**config.mk**
```make
export PLATFORM = sky130hd
export DESIGN_NAME = mem_arbiter
export DESIGN_NICKNAME = d
export VERILOG_FILES = /design/src/rtl/mem_arbiter.sv
export SDC_FILE = /design/constraint.sdc
export NUM_CORES = 1
export LEC_CHECK = 0
export BUFFER_PORTS_ARGS = -buffer_cell sky130_fd_sc_hd__buf_4
export CORE_AREA = 2 2 71 73
export CTS_CLUSTER_SIZE = 24
export DETAILED_ROUTE_END_ITERATION = 7
export DIE_AREA = 0 0 73 75
export PLACE_DENSITY = 0.66
export SYNTH_ARGS = -nofsm -noshare
export SYNTH_HDL_FRONTEND = slang
export SYNTH_SLANG_ARGS = --single-unit
```
**constraint.sdc**
```tcl
create_clock -name clk_i -period 1.8 [get_ports clk_i]
set_clock_uncertainty 0.05 [all_clocks]
set_input_delay 0.18 -clock clk_i [delete_from_list [all_inputs] [get_ports clk_i]]
set_output_delay 0.18 -clock clk_i [all_outputs]
set_load 0.1 [all_outputs]
```
**src/rtl/mem_arbiter.sv**
```systemverilog
// Arbiter sharing the single-port data memory between the CPU datapath and a
// debug/loader port. CPU has priority; starvation and burst counters bound the waits.
module mem_arbiter #(
    parameter logic [3:0] STARVE_MAX = 4'd4,
    parameter logic [3:0] BURST_MAX  = 4'd4
) (
    input  logic       clk_i,
    input  logic       reset_i,
    input  logic       cpu_rd_i,
    input  logic       cpu_wr_i,
    input  logic [7:0] cpu_addr_i,
    input  logic [7:0] cpu_wdata_i,
    output logic       cpu_stall_o,
    output logic [7:0] cpu_rdata_o,
    output logic       cpu_rvalid_o,
    input  logic       dbg_req_i,
    input  logic       dbg_we_i,
    input  logic       dbg_lock_i,
    input  logic [7:0] dbg_addr_i,
    input  logic [7:0] dbg_wdata_i,
    output logic       dbg_gnt_o,
    output logic [7:0] dbg_rdata_o,
    output logic       dbg_rvalid_o,
    output logic [7:0] mem_addr_o,
    output logic [7:0] mem_wdata_o,
    output logic       mem_wren_o,
    output logic       mem_rden_o,
    input  logic [7:0] mem_q_i
);

    typedef enum logic [1:0] {
        OWN_IDLE = 2'd0,
        OWN_CPU  = 2'd1,
        OWN_DBG  = 2'd2,
        OWN_LOCK = 2'd3
    } owner_e;

    owner_e     owner_q, owner_d;
    logic [3:0] starve_q, starve_d;
    logic [3:0] burst_q, burst_d;
    logic       rd_pend_q, rd_pend_d;
    logic       rd_who_q, rd_who_d;
    logic [7:0] cpu_rdata_q, cpu_rdata_d;
    logic [7:0] dbg_rdata_q, dbg_rdata_d;

    logic       cpu_req_s;
    logic       cpu_is_wr_s;
    logic       gnt_cpu_s;
    logic       gnt_dbg_s;
    logic       cpu_rvalid_s;
    logic       dbg_rvalid_s;

    function automatic logic [3:0] sat_inc(input logic [3:0] value, input logic [3:0] limit);
        if (value >= limit) begin
            return limit;
        end else begin
            return value + 4'd1;
        end
    endfunction

    // Both strobes high is treated as a write.
    assign cpu_req_s   = cpu_rd_i | cpu_wr_i;
    assign cpu_is_wr_s = cpu_wr_i;

    // Grant decision: locked debug burst, then CPU under the starvation bound, then debug, then CPU.
    always_comb begin
        gnt_cpu_s = 1'b0;
        gnt_dbg_s = 1'b0;
        if (reset_i) begin
            gnt_cpu_s = 1'b0;
            gnt_dbg_s = 1'b0;
        end else if ((owner_q == OWN_LOCK) && dbg_req_i && (burst_q < BURST_MAX)) begin
            gnt_dbg_s = 1'b1;
        end else if (cpu_req_s && (starve_q < STARVE_MAX)) begin
            gnt_cpu_s = 1'b1;
        end else if (dbg_req_i) begin
            gnt_dbg_s = 1'b1;
        end else if (cpu_req_s) begin
            gnt_cpu_s = 1'b1;
        end else begin
            gnt_cpu_s = 1'b0;
            gnt_dbg_s = 1'b0;
        end
    end

    // Memory port mux: steer the grantee's request, quiet bus otherwise.
    always_comb begin
        mem_addr_o  = 8'h00;
        mem_wdata_o = 8'h00;
        mem_wren_o  = 1'b0;
        mem_rden_o  = 1'b0;
        case ({gnt_dbg_s, gnt_cpu_s})
            2'b01: begin
                mem_addr_o  = cpu_addr_i;
                mem_wdata_o = cpu_wdata_i;
                mem_wren_o  = cpu_is_wr_s;
                mem_rden_o  = ~cpu_is_wr_s;
            end
            2'b10: begin
                mem_addr_o  = dbg_addr_i;
                mem_wdata_o = dbg_wdata_i;
                mem_wren_o  = dbg_we_i;
                mem_rden_o  = ~dbg_we_i;
            end
            default: begin
                mem_addr_o  = 8'h00;
                mem_wdata_o = 8'h00;
                mem_wren_o  = 1'b0;
                mem_rden_o  = 1'b0;
            end
        endcase
    end

    assign cpu_stall_o = cpu_req_s & ~gnt_cpu_s & ~reset_i;
    assign dbg_gnt_o   = gnt_dbg_s;

    // Next owner, fairness counters and read-return tag.
    always_comb begin
        owner_d   = OWN_IDLE;
        starve_d  = starve_q;
        burst_d   = burst_q;
        rd_pend_d = 1'b0;
        rd_who_d  = rd_who_q;

        if (gnt_dbg_s) begin
            owner_d   = dbg_lock_i ? OWN_LOCK : OWN_DBG;
            rd_pend_d = ~dbg_we_i;
            rd_who_d  = 1'b1;
        end else if (gnt_cpu_s) begin
            owner_d   = OWN_CPU;
            rd_pend_d = ~cpu_is_wr_s;
            rd_who_d  = 1'b0;
        end else begin
            owner_d   = OWN_IDLE;
            rd_pend_d = 1'b0;
        end

        if (gnt_dbg_s || !dbg_req_i) begin
            starve_d = 4'd0;
        end else if (gnt_cpu_s) begin
            starve_d = sat_inc(starve_q, STARVE_MAX);
        end else begin
            starve_d = starve_q;
        end

        // Reaching BURST_MAX makes the lock check fail once, letting the CPU in.
        if (gnt_cpu_s || !cpu_req_s) begin
            burst_d = 4'd0;
        end else if (gnt_dbg_s) begin
            burst_d = sat_inc(burst_q, BURST_MAX);
        end else begin
            burst_d = burst_q;
        end
    end

    // A return arriving while reset is high is dropped; rdata otherwise holds its last value.
    always_comb begin
        cpu_rvalid_s = rd_pend_q & ~rd_who_q & ~reset_i;
        dbg_rvalid_s = rd_pend_q &  rd_who_q & ~reset_i;
        cpu_rdata_d  = cpu_rdata_q;
        dbg_rdata_d  = dbg_rdata_q;
        if (cpu_rvalid_s) begin
            cpu_rdata_d = mem_q_i;
        end else begin
            cpu_rdata_d = cpu_rdata_q;
        end
        if (dbg_rvalid_s) begin
            dbg_rdata_d = mem_q_i;
        end else begin
            dbg_rdata_d = dbg_rdata_q;
        end
    end

    assign cpu_rvalid_o = cpu_rvalid_s;
    assign dbg_rvalid_o = dbg_rvalid_s;
    assign cpu_rdata_o  = cpu_rdata_d;
    assign dbg_rdata_o  = dbg_rdata_d;

    // State register with synchronous reset.
    always_ff @(posedge clk_i) begin
        if (reset_i) begin
            owner_q     <= OWN_IDLE;
            starve_q    <= 4'd0;
            burst_q     <= 4'd0;
            rd_pend_q   <= 1'b0;
            rd_who_q    <= 1'b0;
            cpu_rdata_q <= 8'h00;
            dbg_rdata_q <= 8'h00;
        end else begin
            owner_q     <= owner_d;
            starve_q    <= starve_d;
            burst_q     <= burst_d;
            rd_pend_q   <= rd_pend_d;
            rd_who_q    <= rd_who_d;
            cpu_rdata_q <= cpu_rdata_d;
            dbg_rdata_q <= dbg_rdata_d;
        end
    end

endmodule
```
==> flow_summary_export.csv <==
group,metric,value,unit
status,violations,"negative setup slack",
floorplanning,die-area,5480,um2
pwr,combPwrFrac,0.429,
cells_and_area,fin_util,0.708,
worst_hold_path,whs_endpoint,"rd_pend_q",
worst_setup_path,endpoint_kind,"primary output",
cells_and_area,n_antenna_cell,0,
route,wl_per_cell,14.8,um
logic_synthesis,syn_avg_cell_area,10.9,um2
route,routed_wl,4.66,mm
place,numPortBuffers,84,
sta,max_freq,445,MHz
flow_run,drv_cap,0,
pwr,ir_worst_vdd,0.330,mV
pwr,power.leakage,1.41,nW
route,drc,0,
floorplanning,start_util,0.343,
clocking,cts.sinks,28,
global_routing,grt_max_degree,19,
route,vias,1540,
pwr,intPower,1.34,mW
logic_synthesis,ys_seq_elements,28,
floorplanning,fp.dieW,73,um
global_routing,antenna_found_initial,0,
cells_and_area,drive_gt1_frac,0.785,
route,ant_nets,0,
route,drt_pre_antenna_iters,4,
logic_synthesis,syn-cell-area,1600,um2
sta,hold_viol,0,
clocking,root_buffer,"clkbuf_8",
clocking,clk_pin_slew,0.10,ns
worst_setup_path,path_max_fanout,18,
pwr,clockPowerShare,0.248,
worst_setup_path,r2r_slack,0.16,ns
place,hpwl,3.20,mm
status,status,"finished, violations left",
place,placed_area,2680,um2
global_routing,grt-ovfl-total,0,
clocking,clockBufferDepth,2,
route,vias_per_cell,4.90,
worst_hold_path,hp-start,"reset_i",
worst_setup_path,r2r-start,"starve_q[3]",
floorplanning,coreArea,4660,um2
worst_setup_path,cp.required,1.57,ns
route,drt-initial-drc-count,34,
pwr,p_per_area,611,nW/um2
cells_and_area,final_area,3300,um2
sta,final-setup-viol-count,19,
sta,setup-tns-final,-7.83,ns
pwr,switching_share,0.336,
logic_synthesis,yosysSeqAreaShare,0.350,
clocking,cts_buffers,3,
global_routing,grt_pass1_vias,1626,
logic_synthesis,synth_top_area_cell,"dfxtp_1",
floorplanning,num_io_pins,85,
sta,period_needed,2.25,ns
global_routing,gr-usage-all-layers,0.179,
worst_setup_path,setup.worst_path.class,"reg2out",
logic_synthesis,yosysTopAreaCellShare,0.350,
logic_synthesis,synth_top_cells_by_area,"dfxtp_1, mux2_4, nor2b_1",
logic_synthesis,syn_inst,147,
pwr,power.switching,0.678,mW
worst_setup_path,worstReg2RegEnd,"owner_q[0]",
sta,rsz0062_at_grt,"true",
floorplanning,floorplan.rows,25,
sta,finalCritPeriodShare,1.25,
clocking,htreeDepth,1,
cells_and_area,syn_to_final_growth,106,%
cells_and_area,nets,313,
logic_synthesis,ys_warn_count,0,
place,pre_cts_slack,-0.264,ns
worst_hold_path,hold_depth,3,
clocking,clock_latency,0.28,ns
worst_setup_path,reg2regPathDepth,10,
worst_hold_path,hold_path.class,"in2reg",
worst_setup_path,start_kind,"flip-flop",
clocking,cts_tree,"done",
sta,drv_slew,0,
cells_and_area,nFillCells,306,
sta,fin_ws,-0.448,ns
pwr,p_seq_frac,0.323,
floorplanning,die_h,75,um
global_routing,grt_pass1_wl,7.61,mm
logic_synthesis,synth_cell_types,38,
worst_setup_path,arrival,2.02,ns
place,gp_congestion,0.776,
[stage by stage]
step,power (mW),hold slack [ns],std cells
6_report,2.02,0.163,314
5_1_grt,2.09,0.166,314
4_1_cts,2.01,0.149,316
3_5_place_dp,1.37,0.373,301
3_3_place_gp,1.36,0.374,301
2_1_floorplan,1.16,0.202,148
[final cells by class]
cell class,count,area (um2),share of cell area
clock buffers,3,41.3,0.0125
repair buffers,116,1300,0.393
inverters,4,15.0,0.00455
multi-input cells,108,1280,0.388
well taps,54,67.6,0.0205
flip-flops and latches,28,568,0.172
clock inverters,1,30.0,0.00910
[routing by layer]
| layer | track usage | vias to the layer above | part of all wire |
|---|---|---|---|
| met4 | 0.0473 | 0 | 0.0099 |
| li1 | - | 749 | - |
| met3 | 0.0375 | 6 | 0.061 |
| met5 | 0 | - | 0 |
| met1 | 0.200 | 720 | 0.41 |
| met2 | 0.343 | 65 | 0.52 |
[power by group through the flow]
| stage | logic (mW) | registers [mW] | clock network, mW |
|---|---|---|---|
| CTS | 0.846 | 0.651 | 0.509 |
| global placement | 0.702 | 0.662 | 0 |
| detailed placement | 0.706 | 0.663 | 0 |
| global route | 0.905 | 0.654 | 0.531 |
| finish | 0.865 | 0.651 | 0.499 |
| floorplan | 0.494 | 0.661 | 0 |
[how the worst max path moves through the flow]
stage / from / endpoint / slack (ns) / depth (start not counted)
floorplan: burst_q[3] / mem_addr_o[3] / -0.83 / 8
global placement: burst_q[3] / mem_wdata_o[7] / -0.25 / 7
detailed placement: burst_q[3] / mem_addr_o[0] / -0.26 / 8
CTS: burst_q[3] / mem_wdata_o[6] / -0.45 / 9
global route: burst_q[3] / mem_wdata_o[0] / -0.53 / 8
finish: burst_q[3] / mem_addr_o[5] / -0.45 / 8
[registers in the layout, indices dropped and copies added (netlist names)]
signal / count
starve_q: 4
burst_q: 4
dbg_rdata_q: 8
rd_pend_q: 1
owner_q: 2
rd_who_q: 1
cpu_rdata_q: 8
[Yosys cell counts (all sizes together)]
library cell,count
nor4b,1
nor3b,2
buf,6
nand4bb,1
or2,1
nand4,1
clkbuf,2
ha,5
nor2b,34
and3b,1
nand2,2
dfxtp,28
nand3b,3
o31a,1
a21oi,1
nor4,2
mux2,16
a31oi,1
and3,1
conb,1
o21a,1
o41ai,1
a211oi,2
nor2,6
a211o,1
a22oi,18
nand3,1
a311o,1
nand2b,2
inv,4
[cells in the final DEF (no fill, tap or decap), types with 2 or more instances in the layout]
cell type / netlist / final
a22oi_2: 0 / 18
buf_12: 0 / 31
buf_4: 0 / 81
buf_8: 0 / 2
clkbuf_8: 0 / 3
conb_1: 1 / 2
dfxtp_1: 28 / 22
dfxtp_2: 0 / 6
ha_1: 5 / 2
ha_4: 0 / 2
inv_1: 4 / 4
mux2_2: 3 / 3
mux2_4: 13 / 13
nand3b_1: 2 / 2
nor2_1: 4 / 3
nor2_4: 0 / 2
nor2b_1: 25 / 7
nor2b_4: 9 / 27
nor3b_4: 0 / 2
nor4_1: 2 / 2
[what timing repair did]
item                                    CTS  global route
gates cloned                              1             0
buffers inserted                         10             3
endpoints found under the setup margin   28            29
pin swaps                                 7             3
hold buffers                              0             0
resized for setup                        94            18
[critical path: stages, from the launching register on]
cell and delay [ns]:
dfxtp_2 0.33, nand4bb_4 0.24, nand3b_1 0.15, nand2b_1 0.10, buf_4 0.15, ha_4 0.26
buf_12 0.14, nor2b_4 0.18, buf_12 0.18
[kinds of logic after synthesis]
logic type                 synth area share
buffers and inverters                0.0367
adders and majority gates            0.0391
other                               0.00234
muxes                                 0.143
AOI/OAI and AO/OA                     0.137
and+or+nand+nor                       0.292
DFF                                   0.350
Power figures use the tool's default switching activity.
